$ cat config.mk
export PLATFORM = sky130hd
export DESIGN_NAME = mc_ctrl_fsm
export DESIGN_NICKNAME = d
export VERILOG_FILES = /design/src/rtl/mc_ctrl_fsm.sv
export SDC_FILE = /design/constraint.sdc
export NUM_CORES = 1
export LEC_CHECK = 0
export CAP_MARGIN = 20
export CORE_ASPECT_RATIO = 0.5
export CORE_MARGIN = 1
export CORE_UTILIZATION = 40
export DETAILED_ROUTE_END_ITERATION = 6
export HOLD_SLACK_MARGIN = 0.06
export MAX_ROUTING_LAYER = met4
export PLACE_DENSITY = 0.66
export SLEW_MARGIN = 5
export SYNTH_ARGS = -nofsm -noshare
export SYNTH_HDL_FRONTEND = slang
export SYNTH_SLANG_ARGS = --single-unit
$ cat constraint.sdc
create_clock -name clk -period 5.4 [get_ports clk]
set_clock_uncertainty 0.2 [all_clocks]
set_input_delay 1.35 -clock clk [delete_from_list [all_inputs] [get_ports clk]]
set_output_delay 1.35 -clock clk [all_outputs]
set_load 0.02 [all_outputs]
$ cat src/rtl/mc_ctrl_fsm.sv
// Multi-cycle MIPS control FSM with a variable-latency memory handshake.
//
// Drives the PC/IR/MDR/ALUOut/RegisterFile/ALU/memory-mux controls of the
// multi-cycle datapath. Memory accesses in FETCH and MEM_ACC hold mem_req
// until mem_ack, with an optional wait-state timeout that sends the FSM to HALT.
// A retired-instruction counter increments on the edge leaving each
// instruction's last state.
//
// Ports:
//   clk, rst            clock, synchronous active-high reset
//   opcode, funct       IR[31:26], IR[5:0]
//   alu_zero            ALU zero flag (branch resolution)
//   mem_ack             memory done; read data valid in the same cycle
//   mem_req/read/write  memory request and strobes
//   iord                1 = address from PC, 0 = from ALUOut
//   ir_write, pc_write  IR / PC load enables
//   pcsrc               00 ALUOut, 01 ALU result, 10 rs, 11 jump target
//   reg_write, regdst   register-file write, dest 00 $31 / 01 rt / 10 rd
//   memtoreg            1 = MDR, 0 = ALUOut
//   alusrca, alusrcb    ALU operand selects
//   aluop               ALU operation code
//   extop, luiop        sign-extend select, lui immediate shift
//   retired             retired-instruction count (wraps)
//   halted              FSM is in HALT
//   mem_err, illegal    sticky timeout / illegal-instruction flags
//
// Optional feature: define MC_ILLEGAL_TRAP_EN to trap illegal instructions
// into HALT. When undefined, illegal instructions retire as NOPs.

module mc_ctrl_fsm #(
  parameter int unsigned MEM_TIMEOUT = 16,
  parameter int unsigned TO_W        = 8,
  parameter int unsigned CNT_W       = 32
) (
  input  logic             clk,
  input  logic             rst,
  input  logic [5:0]       opcode,
  input  logic [5:0]       funct,
  input  logic             alu_zero,
  input  logic             mem_ack,
  output logic             mem_req,
  output logic             mem_read,
  output logic             mem_write,
  output logic             iord,
  output logic             ir_write,
  output logic             pc_write,
  output logic [1:0]       pcsrc,
  output logic             reg_write,
  output logic [1:0]       regdst,
  output logic             memtoreg,
  output logic [1:0]       alusrca,
  output logic [1:0]       alusrcb,
  output logic [3:0]       aluop,
  output logic             extop,
  output logic             luiop,
  output logic [CNT_W-1:0] retired,
  output logic             halted,
  output logic             mem_err,
  output logic             illegal
);

  localparam logic [5:0] OpRtype = 6'h00;
  localparam logic [5:0] OpJ     = 6'h02;
  localparam logic [5:0] OpJal   = 6'h03;
  localparam logic [5:0] OpBeq   = 6'h04;
  localparam logic [5:0] OpBne   = 6'h05;
  localparam logic [5:0] OpAddi  = 6'h08;
  localparam logic [5:0] OpAddiu = 6'h09;
  localparam logic [5:0] OpSlti  = 6'h0A;
  localparam logic [5:0] OpSltiu = 6'h0B;
  localparam logic [5:0] OpAndi  = 6'h0C;
  localparam logic [5:0] OpOri   = 6'h0D;
  localparam logic [5:0] OpLui   = 6'h0F;
  localparam logic [5:0] OpLw    = 6'h23;
  localparam logic [5:0] OpSw    = 6'h2B;

  localparam logic [3:0] AluAdd  = 4'b0000;
  localparam logic [3:0] AluSub  = 4'b0001;
  localparam logic [3:0] AluR    = 4'b0010;
  localparam logic [3:0] AluAnd  = 4'b0011;
  localparam logic [3:0] AluOr   = 4'b0100;
  localparam logic [3:0] AluSlt  = 4'b0101;
  localparam logic [3:0] AluSltu = 4'b0110;
  localparam logic [3:0] AluLui  = 4'b0111;

  // Last wait count before a missing ack becomes a timeout.
  localparam logic [TO_W-1:0] ToLast = TO_W'((MEM_TIMEOUT == 0) ? 0 : MEM_TIMEOUT - 1);

  typedef enum logic [3:0] {
    StFetch, StDecode, StExecR, StWbR, StExecI, StWbI,
    StBranch, StMemAddr, StMemAcc, StMemWb, StHalt
  } state_e;

  state_e            state_q, state_d;
  logic [TO_W-1:0]   wait_q, wait_d;
  logic [CNT_W-1:0]  retired_q;
  logic              mem_err_q;
  logic              retire, to_hit, timeout_now, illegal_insn, funct_ok;

  logic       ctl_mem_req, ctl_mem_read, ctl_mem_write, ctl_iord, ctl_ir_write, ctl_pc_write;
  logic [1:0] ctl_pcsrc, ctl_regdst, ctl_alusrca, ctl_alusrcb;
  logic       ctl_reg_write, ctl_memtoreg, ctl_extop, ctl_luiop;
  logic [3:0] ctl_aluop;

`ifdef MC_ILLEGAL_TRAP_EN
  logic illegal_q, trap;
`endif

  assign timeout_now = (MEM_TIMEOUT != 0) && (wait_q == ToLast);

  always_comb begin
    unique case (funct)
      6'h00, 6'h02, 6'h03, 6'h04, 6'h06, 6'h07, 6'h08,
      6'h20, 6'h21, 6'h22, 6'h23, 6'h24, 6'h25, 6'h26, 6'h27,
      6'h2A, 6'h2B: funct_ok = 1'b1;
      default:      funct_ok = 1'b0;
    endcase
  end

  always_comb begin
    state_d       = state_q;
    retire        = 1'b0;
    to_hit        = 1'b0;
    illegal_insn  = 1'b0;
`ifdef MC_ILLEGAL_TRAP_EN
    trap          = 1'b0;
`endif
    ctl_mem_req   = 1'b0;
    ctl_mem_read  = 1'b0;
    ctl_mem_write = 1'b0;
    ctl_iord      = 1'b0;
    ctl_ir_write  = 1'b0;
    ctl_pc_write  = 1'b0;
    ctl_pcsrc     = 2'b00;
    ctl_reg_write = 1'b0;
    ctl_regdst    = 2'b00;
    ctl_memtoreg  = 1'b0;
    ctl_alusrca   = 2'b00;
    ctl_alusrcb   = 2'b00;
    ctl_aluop     = AluAdd;
    ctl_extop     = 1'b0;
    ctl_luiop     = 1'b0;

    unique case (state_q)
      StFetch: begin
        ctl_mem_req  = 1'b1;
        ctl_mem_read = 1'b1;
        ctl_iord     = 1'b1;
        ctl_alusrcb  = 2'b11;
        ctl_pcsrc    = 2'b01;
        if (mem_ack) begin
          ctl_ir_write = 1'b1;
          ctl_pc_write = 1'b1;
          state_d      = StDecode;
        end else if (timeout_now) begin
          to_hit  = 1'b1;
          state_d = StHalt;
        end
      end

      StDecode: begin
        // Branch target computed speculatively into ALUOut.
        ctl_alusrcb = 2'b10;
        ctl_extop   = 1'b1;
        unique case (opcode)
          OpJ, OpJal: begin
            ctl_pc_write = 1'b1;
            ctl_pcsrc    = 2'b11;
            // ALUOut still holds PC+4 from FETCH, so jal links from it.
            ctl_reg_write = (opcode == OpJal);
            retire        = 1'b1;
            state_d       = StFetch;
          end
          OpRtype: begin
            if (funct == 6'h08) begin
              ctl_pc_write = 1'b1;
              ctl_pcsrc    = 2'b10;
              retire       = 1'b1;
              state_d      = StFetch;
            end else if (funct_ok) begin
              state_d = StExecR;
            end else begin
              illegal_insn = 1'b1;
            end
          end
          OpBeq, OpBne: state_d = StBranch;
          OpLw, OpSw:   state_d = StMemAddr;
          OpAddi, OpAddiu, OpSlti, OpSltiu, OpAndi, OpOri, OpLui: state_d = StExecI;
          default: illegal_insn = 1'b1;
        endcase
        if (illegal_insn) begin
`ifdef MC_ILLEGAL_TRAP_EN
          trap    = 1'b1;
          state_d = StHalt;
`else
          retire  = 1'b1;
          state_d = StFetch;
`endif
        end
      end

      StExecR: begin
        ctl_aluop   = AluR;
        ctl_alusrca = (funct == 6'h00 || funct == 6'h02 || funct == 6'h03) ? 2'b01 : 2'b11;
        state_d     = StWbR;
      end

      StWbR: begin
        ctl_reg_write = 1'b1;
        ctl_regdst    = 2'b10;
        retire        = 1'b1;
        state_d       = StFetch;
      end

      StExecI: begin
        ctl_alusrca = 2'b11;
        ctl_alusrcb = 2'b01;
        ctl_extop   = !(opcode == OpAndi || opcode == OpOri);
        ctl_luiop   = (opcode == OpLui);
        unique case (opcode)
          OpSlti:  ctl_aluop = AluSlt;
          OpSltiu: ctl_aluop = AluSltu;
          OpAndi:  ctl_aluop = AluAnd;
          OpOri:   ctl_aluop = AluOr;
          OpLui:   ctl_aluop = AluLui;
          default: ctl_aluop = AluAdd;
        endcase
        state_d = StWbI;
      end

      StWbI: begin
        ctl_reg_write = 1'b1;
        ctl_regdst    = 2'b01;
        retire        = 1'b1;
        state_d       = StFetch;
      end

      StBranch: begin
        ctl_alusrca  = 2'b11;
        ctl_aluop    = AluSub;
        ctl_pc_write = (opcode == OpBeq) ? alu_zero : !alu_zero;
        retire       = 1'b1;
        state_d      = StFetch;
      end

      StMemAddr: begin
        ctl_alusrca = 2'b11;
        ctl_alusrcb = 2'b01;
        ctl_extop   = 1'b1;
        state_d     = StMemAcc;
      end

      StMemAcc: begin
        // Same ALU controls as MEM_ADDR keep ALUOut stable across wait states.
        ctl_alusrca   = 2'b11;
        ctl_alusrcb   = 2'b01;
        ctl_extop     = 1'b1;
        ctl_mem_req   = 1'b1;
        ctl_mem_read  = (opcode == OpLw);
        ctl_mem_write = (opcode == OpSw);
        if (mem_ack) begin
          if (opcode == OpSw) begin
            retire  = 1'b1;
            state_d = StFetch;
          end else begin
            state_d = StMemWb;
          end
        end else if (timeout_now) begin
          to_hit  = 1'b1;
          state_d = StHalt;
        end
      end

      StMemWb: begin
        ctl_reg_write = 1'b1;
        ctl_regdst    = 2'b01;
        ctl_memtoreg  = 1'b1;
        retire        = 1'b1;
        state_d       = StFetch;
      end

      StHalt: state_d = StHalt;

      default: state_d = StFetch;
    endcase
  end

  // Counter only runs while parked in a wait state; any entry starts it at 0.
  always_comb begin
    wait_d = '0;
    if ((state_q == StFetch || state_q == StMemAcc) && state_d == state_q) begin
      wait_d = wait_q + TO_W'(1);
    end
  end

  always_ff @(posedge clk) begin
    if (rst) begin
      state_q   <= StFetch;
      wait_q    <= '0;
      retired_q <= '0;
      mem_err_q <= 1'b0;
`ifdef MC_ILLEGAL_TRAP_EN
      illegal_q <= 1'b0;
`endif
    end else begin
      state_q <= state_d;
      wait_q  <= wait_d;
      if (retire) retired_q <= retired_q + CNT_W'(1);
      if (to_hit) mem_err_q <= 1'b1;
`ifdef MC_ILLEGAL_TRAP_EN
      if (trap) illegal_q <= 1'b1;
`endif
    end
  end

  // Reset masks every output combinationally so an in-flight request drops at once.
  assign mem_req   = !rst && ctl_mem_req;
  assign mem_read  = !rst && ctl_mem_read;
  assign mem_write = !rst && ctl_mem_write;
  assign iord      = !rst && ctl_iord;
  assign ir_write  = !rst && ctl_ir_write;
  assign pc_write  = !rst && ctl_pc_write;
  assign pcsrc     = rst ? 2'b00 : ctl_pcsrc;
  assign reg_write = !rst && ctl_reg_write;
  assign regdst    = rst ? 2'b00 : ctl_regdst;
  assign memtoreg  = !rst && ctl_memtoreg;
  assign alusrca   = rst ? 2'b00 : ctl_alusrca;
  assign alusrcb   = rst ? 2'b00 : ctl_alusrcb;
  assign aluop     = rst ? 4'b0000 : ctl_aluop;
  assign extop     = !rst && ctl_extop;
  assign luiop     = !rst && ctl_luiop;
  assign retired   = rst ? '0 : retired_q;
  assign halted    = !rst && (state_q == StHalt);
  assign mem_err   = !rst && mem_err_q;
`ifdef MC_ILLEGAL_TRAP_EN
  assign illegal   = !rst && illegal_q;
`else
  assign illegal   = 1'b0;
`endif

endmodule

# --- After elaboration in Yosys (flattened, before gate mapping) ---
# Memories as Yosys holds them, arrays and structs flattened.
# Cells that the tools add are included.
word_totals:
  n_memories: 1
  romBits: 64
  ff_bits: 45
  elab_cells: 122
mem_list:
  columns: ["memory", "words", "width", "read_ports", "rd_ports_with_merged_regs", "wr", "line_no", "source"]
  rows:
  - ["(no name shown)", 64, 1, 1, 0, 0, "112", "unique case (funct)"]
op_classes:
  eq_ne: 28
  bitwise_logic: 1
  reduce_logical: 36
  add_sub_neg: 2
  muxes: 50
op_table:
  columns: ["cell", "n"]
  rows:
  - ["$eq 6x4->1 const B", 8]
  - ["$add 32x1->32 const B", 1]
  - ["$mux 32", 1]
  - ["$mux 4", 8]
  - ["$pmux 4 s7", 1]
  - ["$eq 6x2->1 const B", 4]
  - ["$pmux 4 s5", 1]
  - ["$mux 1", 19]
  - ["$eq 4x3->1 const B", 4]
  - ["$pmux 2 s2", 4]
  - ["$pmux 3 s5", 1]
  - ["$logic_and 1x1->1", 13]
  - ["$reduce_or 13->1", 1]
  - ["$eq 4x4->1 const B", 3]
  - ["$eq 6x3->1 const B", 2]
  - ["$eq 6x6->1 const B", 2]
  - ["$logic_not 6->1", 2]
  - ["$mux 2", 6]
  - ["$reduce_or 2->1", 6]
  - ["$pmux 1 s2", 5]
  - ["$pmux 3 s3", 1]
  - ["$reduce_or 3->1", 3]
  - ["$add 8x1->8 const B", 1]
  - ["$eq 4x2->1 const B", 2]
  - ["other kinds (11)", 18]

# --- Longest topological paths before layout ---
# An unclocked memory read counts as a cell.
depth:
  ltp_word: 11
  depth_mapped: 9
  depth_no_buf: 7

# --- Worst setup path after synthesis ---
# No wires, ideal clock.
synth_path:
  kind: "input to output"
  startpoint: "input opcode[4]"
  endpoint: "output aluop[0]"
  setup_slack_ns: 0.362
  n_path_buf: 1
  t_arrival_ns: 3.488
  t_required_ns: 3.850
  path_stages: 6
  cell_sequence: "clkbuf_1 > nor2_1 > nand2_1 > or3_1 > a211o_1 > a2111oi_0"
synth_via:
  elab_chain_cells: 4
  word_cells_on_any_way: 8
  classes_between: "5 x eq/ne; 3 x mux"
synth_lines:
  columns: ["item", "line_no", "source"]
  rows:
  - ["start: declaration", "37", "input logic [5:0] opcode,"]
  - ["$eq 6x4->1", "220", "unique case (opcode)"]
  - ["$pmux 3 s5 (*)", "220", null]
  - ["$pmux 3 s3 (*)", "144", "unique case (state_q)"]
  - ["$mux 4 (*)", "329", "assign aluop = rst ? 4'b0000 : ctl_aluop;"]
  - ["end: declaration", "53", "output logic [3:0] aluop,"]
# Every way passes the cells marked *; elsewhere a longest branch is shown, timed or not.

# --- Worst setup path after layout ---
layout_path:
  startpoint: "input opcode[4]"
  endpoint: "output aluop[1]"
# The elaborated chain is that of the path after synthesis.

==> summary.md <==
| Metric | Value |
|---|---|
| Initial cell density of the core | `a little over two fifths` |
| Top cell type by total area after synthesis | `sky130_fd_sc_hd__dfxtp_1` |
| Total GRT Usage | `approximately a fifth` |
| Most common library cells after synthesis | `sky130_fd_sc_hd__nor2_1 (64), sky130_fd_sc_hd__dfxtp_1 (45), sky130_fd_sc_hd__a21oi_1 (44)` |
| Top delay family on crit path | `buffers and inverters` |
| Syn_area_per_cell | `between 7 and 8 um2` |
| Max Root-Sink Buffers | `2` |
| Slew at the pin closest to its max-slew limit | `1.06 ns` |
| Clock Sinks | `45` |
| FP Rows | `22` |
| Number of buffers and inverters on the critical path | `3` |
| Clock power share | `about two fifths` |
| Worst path cell trace | `clkdlybuf4s50_1, nor2_1, nand2_1, or3_1, buf_4, a21oi_1, a21oi_1, nor4_1, clkdlybuf4s50_1` |
| Via count of the first global-routing pass | `roughly 2800` |
| Final-report hold violation count | `0` |
| Detailed Route Iter0 Violations | `about 270` |
| Highest Clock Rate | `195 MHz` |
| Worst path required time | `3.85 ns` |
| Final worst hold slack | `~0.25 ns` |
| Number of I/O port buffers | `70` |
| Accumulated negative setup slack | `0 ns` |
| Die area | `about 8400 um2` |
| Height of the die | `between 60 and 70 um` |
| Area Overhead vs Synth | `29.5%` |
| Boundary Pins | `73` |
| Sequential share of power | `between 40% and 50%` |
| Via count | `3324` |
| Sequential area share after synthesis | `between 20% and 30%` |
| Count of unresolved DRC violations after routing | `0` |
| Share of the synthesized area in the top cell type | `approximately 28%` |
| Unrepaired setup endpoints after global routing | `false` |
| Clock-pin slew on the worst setup and hold paths | `0.05 ns` |
| Worst min-delay path category | `register to register` |
| Final net count | `slightly above 500` |
| Total power of the final layout | `~0.74 mW` |
| Internal power summed over all cells | `approximately 0.55 mW` |
| Clock tree from TritonCTS | `built` |
| Largest net degree at the start of global routing | `60` |
| Final-layout fill cell count | `740` |
| Horizontal die dimension | `129 um` |
| Yosys cell types | `53` |
| Ant. Diodes | `0` |
| Slew Viols, Final | `0` |
| Final critical delay including setup and external delays | `~5.1 ns` |
| Synthesized instance count | `~430` |
| Worst Setup Start Kind | `primary input` |
| Core region area | `between 7000 and 8000 um2` |
| Detail-routed net length per standard cell | `~14 um` |
| Placed wire-length estimate after detailed placement | `6020 um` |
| Maximum vdd ir drop | `between 100 and 150 uV` |
| Proportion of power drawn by combinational gates | `approximately 14%` |
| Initial antenna violation count | `0` |
| Vias per cell | `5.50` |
| Register Area | `901 um2` |
| Proportion of layout cells with a drive suffix above 1 | `11.5%` |
| Congestion Overflow GR | `0` |
| Maximum single-stage delay on the critical path | `around 0.67 ns` |
| Final Instance Area | `4180 um2` |
| Stages on the worst setup path | `9` |
| Crit Path Class | `primary input to output pin` |
| Result of the run | `complete, no violations` |
| Number of flops mapped to enable cells by yosys | `0` |
| Dominant synthesized flop cell | `sky130_fd_sc_hd__dfxtp_1` |
| Flop and latch count out of synthesis | `45` |
| Total of warnings raised by yosys | `0` |
| First-pass GRT wire length | `approximately 14000 um` |
| Hold depth | `1` |
| Clk Latency, worst-skew pair | `approximately 0.29 ns` |
| Cells taking the most area after synthesis | `sky130_fd_sc_hd__dfxtp_1 (28%), sky130_fd_sc_hd__mux2_2 (9.1%), sky130_fd_sc_hd__nor2_1 (7.5%), sky130_fd_sc_hd__nor2b_1 (7.2%), sky130_fd_sc_hd__a21oi_1 (6.8%)` |
| Standard cell with the maximum stage delay on the critical path | `sky130_fd_sc_hd__clkdlybuf4s50_1` |
| Number of cells traversed by the worst register-to-register path | `7` |
| Cell leakage power | `between 1.5 and 2 nW` |
| Headroom to the max-slew limit | `between 20% and 30%` |
| Switching power total | `0.194 mW` |
| Final period util | `94.9%` |
| Final routed wirelength across all metal layers | `just over 8000 um` |
| Synthesized cell area | `~3200 um2` |
| Combined area of the multi-input logic cells | `roughly 2100 um2` |
| Arrival time of data at the critical path endpoint | `around 3.6 ns` |
| Number of setup violations in the final report | `0` |
| Switching Share | `approximately a quarter` |
| Max Cap Violations | `0` |
| Total clock buffers created by CTS | `5` |
| Critical-path maximum fanout | `3` |
| Total cell area at the placement stage | `4030 um2` |
| CP endpoint kind | `output pin` |
| Async S/R FF share, synth | `0%` |
| CTS root buf | `sky130_fd_sc_hd__clkbuf_16` |
| Most frequently used cell type in the post-synthesis netlist | `sky130_fd_sc_hd__nor2_1` |
| Placer's final routability congestion estimate | `0.874` |
| Power density over the cells | `178 nW/um2` |
| Number of iterations in the first detailed-routing pass | `4` |
| Antenna violation net count after detailed routing | `0` |
| Max H-tree Level | `2` |
==> routing by layer <==
metal	GRT usage [%]	up-vias	part of all wire, %
met5	-	-	0
met4	5.29	0	0.79
met3	3.99	8	4.9
met2	31.3	90	44
met1	28.6	1549	50
li1	-	1677	-
==> timing repair <==
action	4_1_cts	5_1_grt
hold buffers	0	0
setup buffers	0	0
hold endpoints to repair	0	0
setup endpoints to repair	0	2
gates resized for setup	0	2
==> power groups by stage <==
stage	sequential [mW]	combinational, mW	clock, mW
finish	0.338	0.108	0.298
CTS	0.338	0.108	0.305
global route	0.338	0.119	0.321
floorplan	0.343	0.0697	0
global placement	0.346	0.107	0
detailed placement	0.346	0.107	0
==> kinds of logic after synthesis <==
kind of cell | count (synthesis) | synth area share (%)
xor+xnor | 7 | 1.90
other cells | 1 | 0.116
flops | 45 | 28.0
buf+inv | 44 | 6.09
simple gates | 218 | 34.8
fa+ha+maj | 2 | 0.776
mux | 31 | 10.8
compound gates | 85 | 17.5
==> area by class of cell <==
type | count | area share, %
multi-input combinational | 345 | 51.0
inverter | 11 | 0.989
sequential | 45 | 21.6
clock inverter | 1 | 0.180
timing repair buffer | 87 | 19.8
clock buffer | 7 | 3.18
tap | 108 | 3.24
==> through the flow <==
step / util [%] / cells / setup WS (ns)
floorplan: - / 434 / 0.362
global route: 55.2 / 604 / 0.0891
CTS: 55.1 / 604 / 0.0348
finish: 55.2 / 604 / 0.278
global placement: 53.2 / 596 / 0.0763
detailed placement: 53.2 / 596 / 0.0480
==> cells in the final DEF, fill, tap and decap left out, types with 3 or more instances in the layout <==
master	synthesis	final
sky130_fd_sc_hd__nor2_1	64	64
sky130_fd_sc_hd__o21ai_0	9	9
sky130_fd_sc_hd__a21boi_0	3	3
sky130_fd_sc_hd__nor2b_1	37	37
sky130_fd_sc_hd__buf_4	2	17
sky130_fd_sc_hd__nand4_1	15	15
sky130_fd_sc_hd__nand2b_1	6	6
sky130_fd_sc_hd__and3_1	7	7
sky130_fd_sc_hd__or3_1	5	5
sky130_fd_sc_hd__dfxtp_1	45	45
sky130_fd_sc_hd__nor3_1	16	16
sky130_fd_sc_hd__mux2_2	26	26
sky130_fd_sc_hd__nand3_1	25	25
sky130_fd_sc_hd__xor2_1	4	4
sky130_fd_sc_hd__inv_1	11	11
sky130_fd_sc_hd__clkbuf_16	0	5
sky130_fd_sc_hd__a31oi_1	3	3
sky130_fd_sc_hd__nand2_1	23	23
sky130_fd_sc_hd__a21oi_1	44	44
sky130_fd_sc_hd__mux2_1	4	4
sky130_fd_sc_hd__nor4_1	9	9
sky130_fd_sc_hd__clkdlybuf4s50_1	0	67
sky130_fd_sc_hd__xnor2_1	3	3
sky130_fd_sc_hd__o32a_1	3	3
==> flip-flops by register name, summed over array words and instances, names as in the netlist <==
register and flops:
retired_q 32, mem_err_q 1, wait_q 8, state_q 4
==> worst paths after layout <==
path               from            end  slack [ns]
max           opcode[4]       aluop[1]        0.28
max reg2reg  state_q[0]  retired_q[31]        2.22
min reg2reg   wait_q[0]      wait_q[0]        0.25
min           wait_q[0]      wait_q[0]        0.25
(Power assumes the default switching activity.)
==> RTL change: new RTL, config.mk and constraints unchanged <==
Change the parameter `MEM_TIMEOUT` from 16 to 12.
--- a/src/rtl/mc_ctrl_fsm.sv
+++ b/src/rtl/mc_ctrl_fsm.sv
@@ -30,3 +30,3 @@
 module mc_ctrl_fsm #(
-  parameter int unsigned MEM_TIMEOUT = 16,
+  parameter int unsigned MEM_TIMEOUT = 12,
   parameter int unsigned TO_W        = 8,
Behaviour: same outputs for any inputs over 10 cycles, from zero or initial values and one cycle with rst high; that may be too few to reach the edited logic, so the function may still have changed.
==> RTL change against the original RTL <==
  * Synthesized cell count decreased by 4.6%
  * Synthesized area decreased by 4.6%
  * Setup slack got worse by 0.030 ns
  * Utilization decreased by 0.58 points
  * Sequential power about the same
  * Combinational power increased by 9%
  * Wire length decreased by 5.0%
  * Sequential cell count unchanged
  * Design area decreased by 3.6%
  * Largest cell class unchanged
  * Total power increased by 2.8%
==> RTL change: results (changes against the original RTL) <==
- The post-cts gate resize count is 2 (was 0).
- The final RePlAce weighted congestion is 0.8430 (was 0.8736).
- The number of global-route vias before repair came to 2914 (was 2842).
- The worst setup slack after placement is -0.03759 ns (was 0.04803 ns).
- The placed instance count is 567 (was 596).
- Cells taking the most area after synthesis: dfxtp_1, nor2b_1, a21oi_1, nor2_1, or4_1 (was dfxtp_1, mux2_2, nor2_1, nor2b_1, a21oi_1).
- Post-synth top cells: dfxtp_1, nor2_1, a21oi_1, nor2b_1, nand2_1 (was nor2_1, dfxtp_1, a21oi_1, nor2b_1, mux2_2).
- The wire length of the first global-routing pass is 13.38 mm (was 13.62 mm).
- The ratio of routed vias to standard cells was 5.645 (was 5.503).
- The share of the cycle needed by the critical path after routing was 95.42% (was 94.86%).
- The worst hold slack across all endpoints was 0.2738 ns (was 0.2484 ns).
- The slack of the worst reg-to-reg path was 2.46 ns (was 2.22 ns).
- The layout filler cell count is 721 (was 740).
- The mean post-synth cell area came to 7.444 um^2 (about the same).
- Status: completed (unchanged).
- The filler-free cell count of the finished design was 575 (was 604).
- The arrival time of the worst setup path came to 3.60 ns (was 3.57 ns).
- The final HPWL from detailed placement is 5.510 mm (was 6.019 mm).
- The net count reported at finish is 496 (was 513).
- The static leakage is 0.001333 uW (was 0.001503 uW).
- The share of synthesized area occupied by flip-flops and latches is 29.30% (was 27.95%).
- The peak ir drop on the vdd network came to 0.1173 mV (was 0.1070 mV).
- The pin count of the biggest net entering global routing came to 47 (was 60).
- The power dissipated by switching net loads is 207.4 uW (was 194.2 uW).
- The number of different library cells in the post-synthesis netlist is 59 (was 53).
[RTL change: changes by cell type after synthesis, moves of 8 or more]
cell | unedited run | this run
or3_1 | 5 | 13
nand3_1 | 25 | 14
or4_1 | 1 | 15
o31ai_1 | 0 | 14
mux2_2 | 26 | 2
o21ai_0 | 9 | 18
nor2_1 | 64 | 43
[RTL change: logic make-up after synthesis]
logic type               after synthesis  share of synthesized area, %
other                                  1                        0.1220
flip-flops                            45                         29.30
AND/OR/NAND/NOR                      200                         36.31
multiplexers                           4                         1.384
XOR/XNOR                               9                         2.564
adder cells (fa/ha/maj)                2                        0.8139
buffers and inverters                 50                         7.367
AO/OA/AOI/OAI                        102                         22.14
[RTL change: cell type report]
cell class	count	area share [%]
timing repair buffer	89	20.85
clock inverter	3	0.5283
inverter	18	1.678
tap	96	2.983
clock buffer	5	3.108
sequential	45	22.37
multi-input combinational	319	48.48
[RTL change: per-stage QoR]
stage / setup TNS (ns) / cell area [um^2]
after CTS: 0 / 4024
after floorplan: 0 / 3078
after detailed placement: -0.03759 / 3877
final: 0 / 4026
after global placement: -0.01133 / 3877
after global routing: 0 / 4026
[RTL change: routing by layer]
| metal | wire length (um) | vias to the layer above | track usage (%) |
|---|---|---|---|
| met4 | 58 | 0 | 4.819 |
| met5 | 0 | - | - |
| li1 | - | 1636 | - |
| met1 | 4017 | 1522 | 27.11 |
| met2 | 3463 | 79 | 33.43 |
| met3 | 311 | 9 | 3.434 |
[RTL change: worst paths after layout]
path | end | from | depth (start not counted)
worst min register to register | retired_q[31] | retired_q[31] | 2
worst max-delay path | aluop[1] | opcode[4] | 8
worst max register to register | retired_q[4] | state_q[1] | 8
worst min-delay path | retired_q[31] | retired_q[31] | 2
[RTL change: critical path, stage by stage]
cell             delay (ns)
clkdlybuf4s50_1        0.41
nand2b_1               0.16
or4_1                  0.54
buf_4                  0.17
nor2_1                 0.10
a21oi_1                0.05
nor4_1                 0.18
clkdlybuf4s50_1        0.65
[RTL change: power by group through the flow]
stage / sequential (uW) / clock (uW) / combinational, uW
after detailed placement: 347 / 0 / 118
final: 339 / 308 / 118
after CTS: 339 / 313 / 118
after global placement: 347 / 0 / 118
after floorplan: 347 / 0 / 72.4
after global routing: 340 / 327 / 130
